--- config.mk ---
export PLATFORM = sky130hd
export DESIGN_NAME = seq_divider
export DESIGN_NICKNAME = d
export VERILOG_FILES = /design/src/rtl/div_pkg.sv /design/src/rtl/div_step.sv /design/src/rtl/seq_divider.sv
export SDC_FILE = /design/constraint.sdc
export NUM_CORES = 1
export LEC_CHECK = 0
export ABC_CLOCK_PERIOD_IN_PS = 19800
export CORE_UTILIZATION = 34
export DETAILED_ROUTE_END_ITERATION = 10
export PLACE_DENSITY = 0.65
export SKIP_LAST_GASP = 1
export SLEW_MARGIN = 20
export SYNTH_ARGS = -nofsm -noshare
export SYNTH_HDL_FRONTEND = slang
export SYNTH_SLANG_ARGS = --single-unit
--- constraint.sdc ---
create_clock -name clk -period 19.8 [get_ports clk]
set_input_delay 3.96 -clock clk [delete_from_list [all_inputs] [get_ports clk]]
set_output_delay 3.96 -clock clk [all_outputs]
set_load 0.02 [all_outputs]
--- src/rtl/div_pkg.sv ---
// Shared definitions for the sequential restoring divider: FSM state encoding
// and the sizing helper for the iteration counter.
package div_pkg;

    typedef enum logic [1:0] {
        IDLE = 2'd0,
        CALC = 2'd1,
        DONE = 2'd2
    } div_state_t;

    // ceil(log2(n)) bits are enough to count 0..n-1; never return a zero-width counter
    function automatic int cnt_width(input int n);
        return (n <= 2) ? 1 : $clog2(n);
    endfunction

endpackage

--- src/rtl/div_step.sv ---
// One restoring shift-subtract iteration: shifts the next numerator bit into the
// partial remainder and subtracts the divisor when it fits.
module div_step #(
    parameter int WIDTH = 25
) (
    input  logic [WIDTH:0]   partial_rem,
    input  logic             num_bit,
    input  logic [WIDTH-1:0] divisor,
    output logic [WIDTH:0]   next_rem,
    output logic             qbit
);

    logic [WIDTH:0] t;
    logic [WIDTH:0] diff;
    logic           fits;

    // A set MSB in partial_rem would already exceed any divisor, so it also forces a subtract
    always_comb begin
        t        = {partial_rem[WIDTH-1:0], num_bit};
        diff     = t - {1'b0, divisor};
        fits     = partial_rem[WIDTH] || (t >= {1'b0, divisor});
        qbit     = fits;
        next_rem = fits ? diff : t;
    end

endmodule

--- src/rtl/seq_divider.sv ---
// Sequential restoring divider producing floor(dividend * 2^FRAC / divisor),
// one quotient bit per clock, with start/busy/done handshake and divide-by-zero flag.
module seq_divider
    import div_pkg::*;
#(
    parameter int WIDTH = 25,
    parameter int FRAC  = 25
) (
    input  logic                  clk,
    input  logic                  reset,
    input  logic                  start,
    input  logic [WIDTH-1:0]      dividend,
    input  logic [WIDTH-1:0]      divisor,
    output logic                  busy,
    output logic                  done,
    output logic                  div_by_zero,
    output logic [WIDTH+FRAC-1:0] quotient,
    output logic [WIDTH-1:0]      remainder
);

    localparam int QW = WIDTH + FRAC;
    localparam int CW = cnt_width(QW);

    div_state_t     state;
    div_state_t     state_next;
    logic [CW-1:0]  cnt;
    logic [QW-1:0]  numer;
    logic [QW-1:0]  work_q;
    logic [WIDTH-1:0] dvsr;
    logic [WIDTH:0] prem;
    logic [WIDTH:0] step_rem;
    logic           step_qbit;
    logic           accept;
    logic           last_iter;

    assign accept    = start && ((state == IDLE) || (state == DONE));
    assign last_iter = (cnt == CW'(QW - 1));

    div_step #(.WIDTH(WIDTH)) u_step (
        .partial_rem (prem),
        .num_bit     (numer[QW-1]),
        .divisor     (dvsr),
        .next_rem    (step_rem),
        .qbit        (step_qbit)
    );

    always_ff @(posedge clk or posedge reset) begin
        if (reset) state <= IDLE;
        else       state <= state_next;
    end

    // A zero divisor skips CALC entirely and reports straight from DONE
    always_comb begin
        state_next = state;
        busy       = 1'b0;
        done       = 1'b0;
        case (state)
            IDLE: begin
                if (accept) state_next = (divisor == '0) ? DONE : CALC;
            end
            CALC: begin
                busy = 1'b1;
                if (last_iter) state_next = DONE;
            end
            DONE: begin
                done = 1'b1;
                if (accept) state_next = (divisor == '0) ? DONE : CALC;
                else        state_next = IDLE;
            end
            default: state_next = IDLE;
        endcase
    end

    // Result registers are only written when an operation finishes, so they hold between runs
    always_ff @(posedge clk or posedge reset) begin
        if (reset) begin
            cnt         <= '0;
            numer       <= '0;
            work_q      <= '0;
            dvsr        <= '0;
            prem        <= '0;
            quotient    <= '0;
            remainder   <= '0;
            div_by_zero <= 1'b0;
        end else if (accept) begin
            if (divisor != '0) begin
                numer       <= QW'(dividend) << FRAC;
                dvsr        <= divisor;
                prem        <= '0;
                work_q      <= '0;
                cnt         <= '0;
                div_by_zero <= 1'b0;
            end else begin
                quotient    <= '1;
                remainder   <= dividend;
                div_by_zero <= 1'b1;
            end
        end else if (state == CALC) begin
            numer  <= numer << 1;
            prem   <= step_rem;
            work_q <= {work_q[QW-2:0], step_qbit};
            cnt    <= cnt + CW'(1);
            if (last_iter) begin
                quotient  <= {work_q[QW-2:0], step_qbit};
                remainder <= step_rem[WIDTH-1:0];
            end
        end
    end

endmodule
==> flow_summary.json, run 1 <==
{
  "p_total_w": 0.002444,
  "grt_remaining_overflow": 0,
  "power_density_nw_per_um2": 196.0,
  "grt_use_met2_pct": 30.79,
  "grt_usage_pct": 18.34,
  "drtIter0Drc": 577,
  "die-area_um2": 30450,
  "min_from": "numer[44]",
  "async_flop_share_pct": 100.0,
  "yosysSeqAreaShare_pct": 51.69,
  "fp.dieH_um": 174.5,
  "cp_cell_sequence": "clkdlybuf4s50_1, nor4_1, nand4_1, nor3_2, buf_4, nor2_1, inv_2, a21oi_1, a31oi_1, o21ai_1",
  "crit_required_ns": 20.20,
  "die_w_um": 174.5,
  "synth.area.top_cells": "dfrtp_1 52%, nand2_1 12%, o21ai_0 7.1%",
  "grt_pass1_vias": 8271,
  "critical-path-top-delay-family": "buffers and inverters",
  "antenna_found_initial": 0,
  "timing.rr.end": "remainder[17]",
  "clock_sink_count": 209,
  "max_cap_violations": 0,
  "syn_nets": 1225,
  "grt_pass1_wl_um": 45120,
  "synthCells": 1144,
  "yosysTopAreaCellShare_pct": 51.69,
  "ff2ff_path_depth": 12,
  "gp_congestion": 0.8238,
  "hold_path.class": "flip-flop to flip-flop",
  "placed_cells": 1600,
  "coreArea_um2": 29010,
  "grtUsageMet3_pct": 3.193,
  "rows": 62,
  "drv_slew": 0,
  "remaining_drc_errors": 0,
  "routed_via_density": 5.178,
  "finalSetupViolCount": 0,
  "tns_ns": 0,
  "final_cells": 1642,
  "cts_root_buf": "clkbuf_16",
  "syn_area_um2": 10120,
  "power.ir.vdd_worst_uv": 97.69,
  "ys_warn_count": 0,
  "cpPeakStageDelay_ns": 0.56,
  "layout_worst_path_cycle_share_pct": 33.56,
  "cts_buffers": 23,
  "cp-start-kind": "primary input",
  "status": "finished clean",
  "cp_max_fo": 51,
  "yosysMostFrequentCell": "nand2_1",
  "min_path_cells": 1,
  "routed_wl_um": 27820,
  "hpwl_um": 18310,
  "cts_resized": 0,
  "endpoint_kind": "flip-flop",
  "synth-edff-count": 0,
  "synth_ff_type": "dfrtp_1",
  "io_pins": 131,
  "top_usage_layer": "met2",
  "synth_top_cells_by_count": "315 x nand2_1, 209 x dfrtp_1, 144 x o21ai_0",
  "finalHoldViolations": 0,
  "port_buffers": 130,
  "fin_util_pct": 42.98,
  "drive_gt1_share_pct": 6.121,
  "fin_skew_ns": 0.01006,
  "rr_startpoint": "numer[49]",
  "clockBufferDepth": 3,
  "maxSlewHeadroom_pct": 35.38,
  "min_to": "numer[44]",
  "p_leak_nw": 5.313,
  "tightest_slew_ns": 0.9693,
  "rrSetupSlack_ns": 15.74,
  "postCtsSetupBuffers": 0,
  "worstSetupPathType": "primary input to flip-flop",
  "nNetsFinal": 1322,
  "synth_top_cell_by_area": "dfrtp_1",
  "drtPass1Iterations": 6,
  "synth.distinct_cells": 61,
  "grt_max_degree": 133,
  "clkTransAtPathRegs_ns": 0.06,
  "synth-seq-cells": 209,
  "synth_area_per_cell_um2": 8.845,
  "cp.buffers_inverters": 3,
  "rsz0062_at_grt": "no",
  "timing.fmax_mhz": 150.5,
  "final.min_clock_period_ns": 6.646,
  "clk_latency_ns": 0.52,
  "crit_slowest_cell": "inv_2",
  "cp.arrival_ns": 7.04,
  "insertedDiodeCount": 0,
  "wl_per_cell_um": 16.94,
  "holdBufCountCts": 0,
  "initial_core_util_pct": 34.88,
  "cts_tree": "yes",
  "area_growth_syn_to_layout_pct": 23.24,
  "num_vias": 8502,
  "antenna_left": 0,
  "h-tree-depth": 1,
  "met1_usage_pct": 24.14
}
==> flip-flops by register name (all words and copies together), names as in the netlist <==
| name | count |
|---|---|
| work_q | 49 |
| numer | 25 |
| cnt | 6 |
| quotient | 50 |
| div_by_zero | 1 |
| state | 2 |
| prem | 26 |
| remainder | 25 |
| dvsr | 25 |
==> worst reg2reg max path, stage by stage (launching register included) <==
cell and delay (ns):
dfrtp_1 0.40, inv_1 0.06, ha_1 0.15, inv_1 0.05
fa_1 0.41, a211o_1 0.35, a21o_1 0.23, a21oi_2 0.17
a31oi_1 0.14, o21ai_2 0.68, nand2_1 0.57, a31oi_1 0.52
a211oi_1 0.15
==> cells by family after synthesis <==
family	synth area share (%)
and+or+nand+nor	17.46
AOI/OAI and AO/OA	20.01
DFF	51.69
buffers and inverters	3.932
adders and majority gates	3.537
xor gates and xnor gates	1.645
muxes	1.731
==> metrics by stage <==
stage / setup slack [ns] / cell area [um2] / hold WS [ns]
2_1_floorplan: 10.13 / 10120 / 0.4386
3_3_place_gp: 12.42 / 11750 / 0.4599
3_5_place_dp: 12.43 / 11750 / 0.4635
4_1_cts: 12.98 / 12470 / 0.4791
5_1_grt: 12.73 / 12470 / 0.4929
6_report: 13.15 / 12470 / 0.4749
==> power breakdown <==
group | internal (W) | total, W | leakage, nW | switching, W
Combinational | 0.000526 | 0.00128 | 2.45 | 0.000757
Clock | 0.000228 | 0.000408 | 0.349 | 0.000179
Sequential | 0.000621 | 0.000753 | 2.51 | 0.000132
==> final cells by class <==
type                       count  area (um2)
tap                          384       480.5
timing repair buffer         141        1388
clock inverter                11       81.33
inverter                      33       131.4
clock buffer                  31       635.6
multi-input combinational    833        4523
sequential                   209        5230
fill                        2922       16540
==> placed cells by master (no fill, tap or decap), types with 7 or more instances in the layout <==
cell type	instances
o21ai_1	43
dfrtp_1	209
nand2_1	315
and3_1	9
xnor2_1	10
a21o_1	29
buf_4	10
inv_1	30
a21oi_1	49
ha_1	27
or3_1	8
o21ai_0	144
mux2i_1	13
nor2_1	44
a31oi_1	19
clkdlybuf4s50_1	130
nand3_1	13
clkbuf_16	23
xor2_1	9
nand4_1	7
o211ai_1	8
==> metal layers <==
layer	vias up	part of all wire [%]
met4	0	3.1
met2	236	48
met1	4080	44
met5	-	0
li1	4130	-
met3	56	5.4
==> worst max-delay path by stage <==
| stage | from | to | slack [ns] | cells past startpoint |
|---|---|---|---|---|
| floorplan | reset | cnt[0] | 10.13 | 1 |
| CTS | divisor[0] | remainder[22] | 12.98 | 10 |
| finish | divisor[0] | remainder[19] | 13.15 | 10 |
| global route | divisor[0] | remainder[22] | 12.73 | 10 |
| detailed placement | divisor[0] | remainder[22] | 12.43 | 10 |
| global placement | divisor[0] | remainder[19] | 12.42 | 10 |
(Power assumes the default switching activity.)
==> run 2, diff against run 1 <==
- ABC_CLOCK_PERIOD_IN_PS: 19800 -> 5700
- PLACE_DENSITY: 0.65 -> 0.66
- clock period: 19.8 -> 5.7 ns (I/O delays scaled with it)
==> flow_summary.json, run 2 (synthesis gave the netlist of run 1 again) <==
{
  "fp.dieH_um": 174.5,
  "area_growth_syn_to_layout_pct": 24.64,
  "regMostFlops": "quotient",
  "gp_congestion": 0.8444,
  "antenna_left": 0,
  "cts_root_buf": "clkbuf_16",
  "crit_slowest_cell": "o21ai_2",
  "finalHoldViolations": 0,
  "largest_register_ffs": 50,
  "routed_wl_um": 27860,
  "crit_required_ns": 6.07,
  "insertedDiodeCount": 0,
  "grt_remaining_overflow": 0,
  "cts_tree": "yes",
  "io_pins": 131,
  "maxSlewHeadroom_pct": 34.46,
  "h-tree-depth": 1,
  "num_vias": 8453,
  "clkTransAtPathRegs_ns": 0.06,
  "holdBufCountCts": 0,
  "status": "finished clean",
  "power_density_nw_per_um2": 686.1,
  "wl_per_cell_um": 16.93,
  "cp.arrival_ns": 4.47,
  "antenna_found_initial": 0,
  "hold_path.class": "flip-flop to flip-flop",
  "mostFrequentLayoutCell": "nand2_1",
  "max_cap_violations": 0,
  "nNetsFinal": 1325,
  "coreArea_um2": 29010,
  "cp.buffers_inverters": 2,
  "postCtsSetupBuffers": 0,
  "remaining_drc_errors": 0,
  "drive_gt1_share_pct": 6.423,
  "cpPeakStageDelay_ns": 0.65,
  "grt_usage_pct": 18.39,
  "final_cells": 1645,
  "layout_worst_path_cycle_share_pct": 71.98,
  "die-area_um2": 30450,
  "final.min_clock_period_ns": 4.103,
  "clockBufferDepth": 3,
  "worstSetupPathType": "flip-flop to flip-flop",
  "top_regs": "quotient: 50 flops, work_q: 49 flops, prem: 26 flops",
  "die_w_um": 174.5,
  "timing.fmax_mhz": 243.7,
  "power.ir.vdd_worst_uv": 327.9,
  "clk_latency_ns": 0.53,
  "drtIter0Drc": 611,
  "cp-start-kind": "flip-flop",
  "min_from": "work_q[48]",
  "startpoint": "numer[49]",
  "final_cell_mix": "315 x nand2_1, 209 x dfrtp_1, 144 x o21ai_0, 130 x clkdlybuf4s50_1, 49 x a21oi_1",
  "clock_sink_count": 209,
  "cp_max_fo": 18,
  "placed_cells": 1602,
  "fin_skew_ns": 0.01474,
  "initial_core_util_pct": 34.88,
  "cp_cell_sequence": "inv_1, ha_1, inv_1, fa_1, a211o_1, a21o_1, a21oi_2, a31oi_1, o21ai_2, nand2_1, a31oi_1, a211oi_1",
  "tightest_slew_ns": 0.9810,
  "endpoint_kind": "flip-flop",
  "grt_pass1_wl_um": 45370,
  "grt_max_degree": 98,
  "port_buffers": 130,
  "hpwl_um": 18650,
  "rows": 62,
  "finalSetupViolCount": 0,
  "tns_ns": 0,
  "grt_pass1_vias": 8444,
  "cts_resized": 0,
  "drv_slew": 0,
  "drtPass1Iterations": 5,
  "rsz0062_at_grt": "no",
  "cts_buffers": 24,
  "rr_startpoint": "numer[49]",
  "routed_via_density": 5.139,
  "p_leak_nw": 5.373,
  "critical-path-top-delay-family": "compound AO/OA/AOI/OAI gates"
}
run 2: tightest hold or removal path, cell delays in order (launching register included):
cell	delay (ns)
dfrtp_1	0.34
nand2_1	0.05
nand2_1	0.05
run 2: cell type report:
type | count | area (um2)
fill | 2862 | 16400
sequential | 209 | 5230
multi-input combinational | 833 | 4523
timing repair buffer | 143 | 1449
clock buffer | 36 | 725.7
tap | 384 | 480.5
inverter | 33 | 127.6
clock inverter | 7 | 76.32
run 2: worst paths after layout:
| check | endpoint | slack, ns | cells past startpoint |
|---|---|---|---|
| setup / recovery | remainder[17] | 1.60 | 12 |
| hold reg to reg | quotient[49] | 0.47 | 2 |
| max in group asynchronous | work_q[45] | 3.51 | 3 |
| setup reg to reg | remainder[17] | 1.60 | 12 |
| min in group asynchronous | dvsr[20] | 1.19 | 2 |
| hold / removal | quotient[49] | 0.47 | 2 |
run 2: metal layers:
metal	up-vias	GRT usage [%]	part of all wire, %
met4	0	6.087	3.2
met2	207	31.13	47
met3	52	3.543	5.7
li1	4122	-	-
met5	-	0	0
met1	4072	23.52	44
run 2: power breakdown:
group / internal, W / switching [W]
clock: 0.000924 / 0.000625
combinational: 0.00184 / 0.00266
sequential: 0.00216 / 0.000443
total: 0.00492 / 0.00373
run 2: metrics by stage:
stage          hold WS [ns]  instance area, um2  setup slack [ns]  util [%]  total power (W)
6_report             0.4658               12610             1.597     43.47         0.008654
5_1_grt              0.4902               12610             1.371     43.47         0.009289
3_5_place_dp         0.4552               11810             1.255     40.71         0.007097
3_3_place_gp         0.4588               11810             1.264     40.71         0.007025
2_1_floorplan        0.4386               10120             1.846         -         0.005608
4_1_cts              0.4685               12610             1.714     43.47         0.008697
==> run 3, diff against run 2 <==
- ABC_CLOCK_PERIOD_IN_PS: 5700 -> 4000
- PLACE_DENSITY: 0.66 -> 0.65
- clock period: 5.7 -> 4 ns (I/O delays scaled with it)
==> flow_summary.json, run 3 (synthesis gave the netlist of run 1 again) <==
{
  "mostFrequentLayoutCell": "nand2_1",
  "crit_slowest_cell": "fa_1",
  "cp.buffers_inverters": 2,
  "final.min_clock_period_ns": 3.212,
  "clkTransAtPathRegs_ns": 0.06,
  "clk_latency_ns": 0.51,
  "wl_per_cell_um": 16.71,
  "timing.fmax_mhz": 311.4,
  "power_density_nw_per_um2": 968.0,
  "nNetsFinal": 1329,
  "final_cells": 1644,
  "grt_pass1_wl_um": 45010,
  "fin_skew_ns": 0.01916,
  "remaining_drc_errors": 0,
  "drive_gt1_share_pct": 6.587,
  "crit_required_ns": 4.38,
  "routed_via_density": 5.159,
  "max_cap_violations": 0,
  "cp-start-kind": "flip-flop",
  "rsz0062_at_grt": "no",
  "multiInputGateArea_um2": 4523,
  "h-tree-depth": 1,
  "hold_path.class": "flip-flop to flip-flop",
  "hpwl_um": 18840,
  "antenna_found_initial": 1,
  "num_vias": 8481,
  "regMostFlops": "quotient",
  "io_pins": 131,
  "endpoint_kind": "flip-flop",
  "tightest_slew_ns": 0.8672,
  "cts_root_buf": "clkbuf_16",
  "cp.arrival_ns": 3.59,
  "rr_startpoint": "numer[49]",
  "fillers": 2850,
  "routed_wl_um": 27470,
  "grt_pass1_vias": 8511,
  "startpoint": "numer[49]",
  "finalSetupViolCount": 0,
  "cts_resized": 0,
  "fin_util_pct": 43.30,
  "final_cell_mix": "315 x nand2_1, 209 x dfrtp_1, 144 x o21ai_0, 130 x clkdlybuf4s50_1, 49 x a21oi_1",
  "grt_max_degree": 136,
  "cp_max_fo": 3,
  "initial_core_util_pct": 34.88,
  "cts_tree": "yes",
  "fp.dieH_um": 174.5,
  "top_regs": "quotient: 50 flops, work_q: 49 flops, prem: 26 flops",
  "grt_usage_pct": 18.16,
  "area_growth_syn_to_layout_pct": 24.16,
  "die-area_um2": 30450,
  "die_w_um": 174.5,
  "worstSetupPathType": "flip-flop to flip-flop",
  "final_area_um2": 12560,
  "cpPeakStageDelay_ns": 0.41,
  "min_from": "numer[26]",
  "p_leak_nw": 5.372,
  "drtIter0Drc": 625,
  "cts_buffers": 22,
  "antenna_left": 0,
  "rows": 62,
  "cp_cell_sequence": "inv_1, ha_1, inv_1, fa_1, a211o_1, a21o_1, a211oi_2, o31ai_4, a31oi_1, a21oi_1, mux2i_1, a21oi_1",
  "drtPass1Iterations": 5,
  "drv_slew": 0,
  "largest_register_ffs": 50,
  "finalHoldViolations": 0,
  "status": "finished clean",
  "holdBufCountCts": 0,
  "insertedDiodeCount": 0,
  "critical-path-top-delay-family": "compound AO/OA/AOI/OAI gates",
  "placed_cells": 1608,
  "clockBufferDepth": 3,
  "postCtsSetupBuffers": 0,
  "gp_congestion": 0.8751,
  "coreArea_um2": 29010,
  "regArea_um2": 5230,
  "clock_sink_count": 209,
  "maxSlewHeadroom_pct": 42.19,
  "grt_remaining_overflow": 0,
  "port_buffers": 130,
  "dpl_cell_area_um2": 11830,
  "tns_ns": 0,
  "layout_worst_path_cycle_share_pct": 80.29,
  "power.ir.vdd_worst_uv": 427.6
}
-- run 3: through the flow --
step,hold WS [ns],setup WS (ns),power (W)
global route,0.4848,0.5796,0.01308
CTS,0.4791,0.8154,0.01222
detailed placement,0.4618,0.5100,0.01008
global placement,0.4593,0.4558,0.009957
floorplan,0.4386,0.4858,0.007992
finish,0.4753,0.7884,0.01216
-- run 3: cell type report --
type                       count  area share [%]
inverter                      33           1.016
timing repair buffer         149           11.69
clock inverter                 7          0.7669
tap                          384           3.824
sequential                   209           41.63
multi-input combinational    833           36.00
clock buffer                  29           5.069
-- run 3: path summary, 6_finish.rpt --
kind | end | slack (ns) | cells past startpoint
worst max-delay path | remainder[20] | 0.79 | 12
worst min-delay path | numer[26] | 0.48 | 1
worst max register to register | remainder[20] | 0.79 | 12
worst min register to register | numer[26] | 0.48 | 1
max in group asynchronous | prem[13] | 2.58 | 3
min in group asynchronous | dvsr[23] | 0.75 | 3
-- run 3: power by group --
group | switching (W) | internal (W) | total [W]
combinational | 0.00371 | 0.00263 | 0.00634
sequential | 0.000667 | 0.00307 | 0.00374
clock | 0.000838 | 0.00124 | 0.00208
-- run 3: layer usage --
layer,vias to the layer above,part of all wire [%],track usage (%),routed length [um]
met5,-,0.062,0,17
met4,2,2.9,5.580,807
met3,52,4.5,2.734,1233
met2,217,47,30.03,12870
met1,4096,46,24.49,12540
li1,4114,-,-,-
-- run 3: worst register-to-register path: stages (launching register included) --
cell      delay (ns)
dfrtp_1         0.39
inv_1           0.06
ha_1            0.15
inv_1           0.05
fa_1            0.41
a211o_1         0.34
a21o_1          0.21
a211oi_2        0.36
o31ai_4         0.12
a31oi_1         0.39
a21oi_1         0.16
mux2i_1         0.32
a21oi_1         0.12
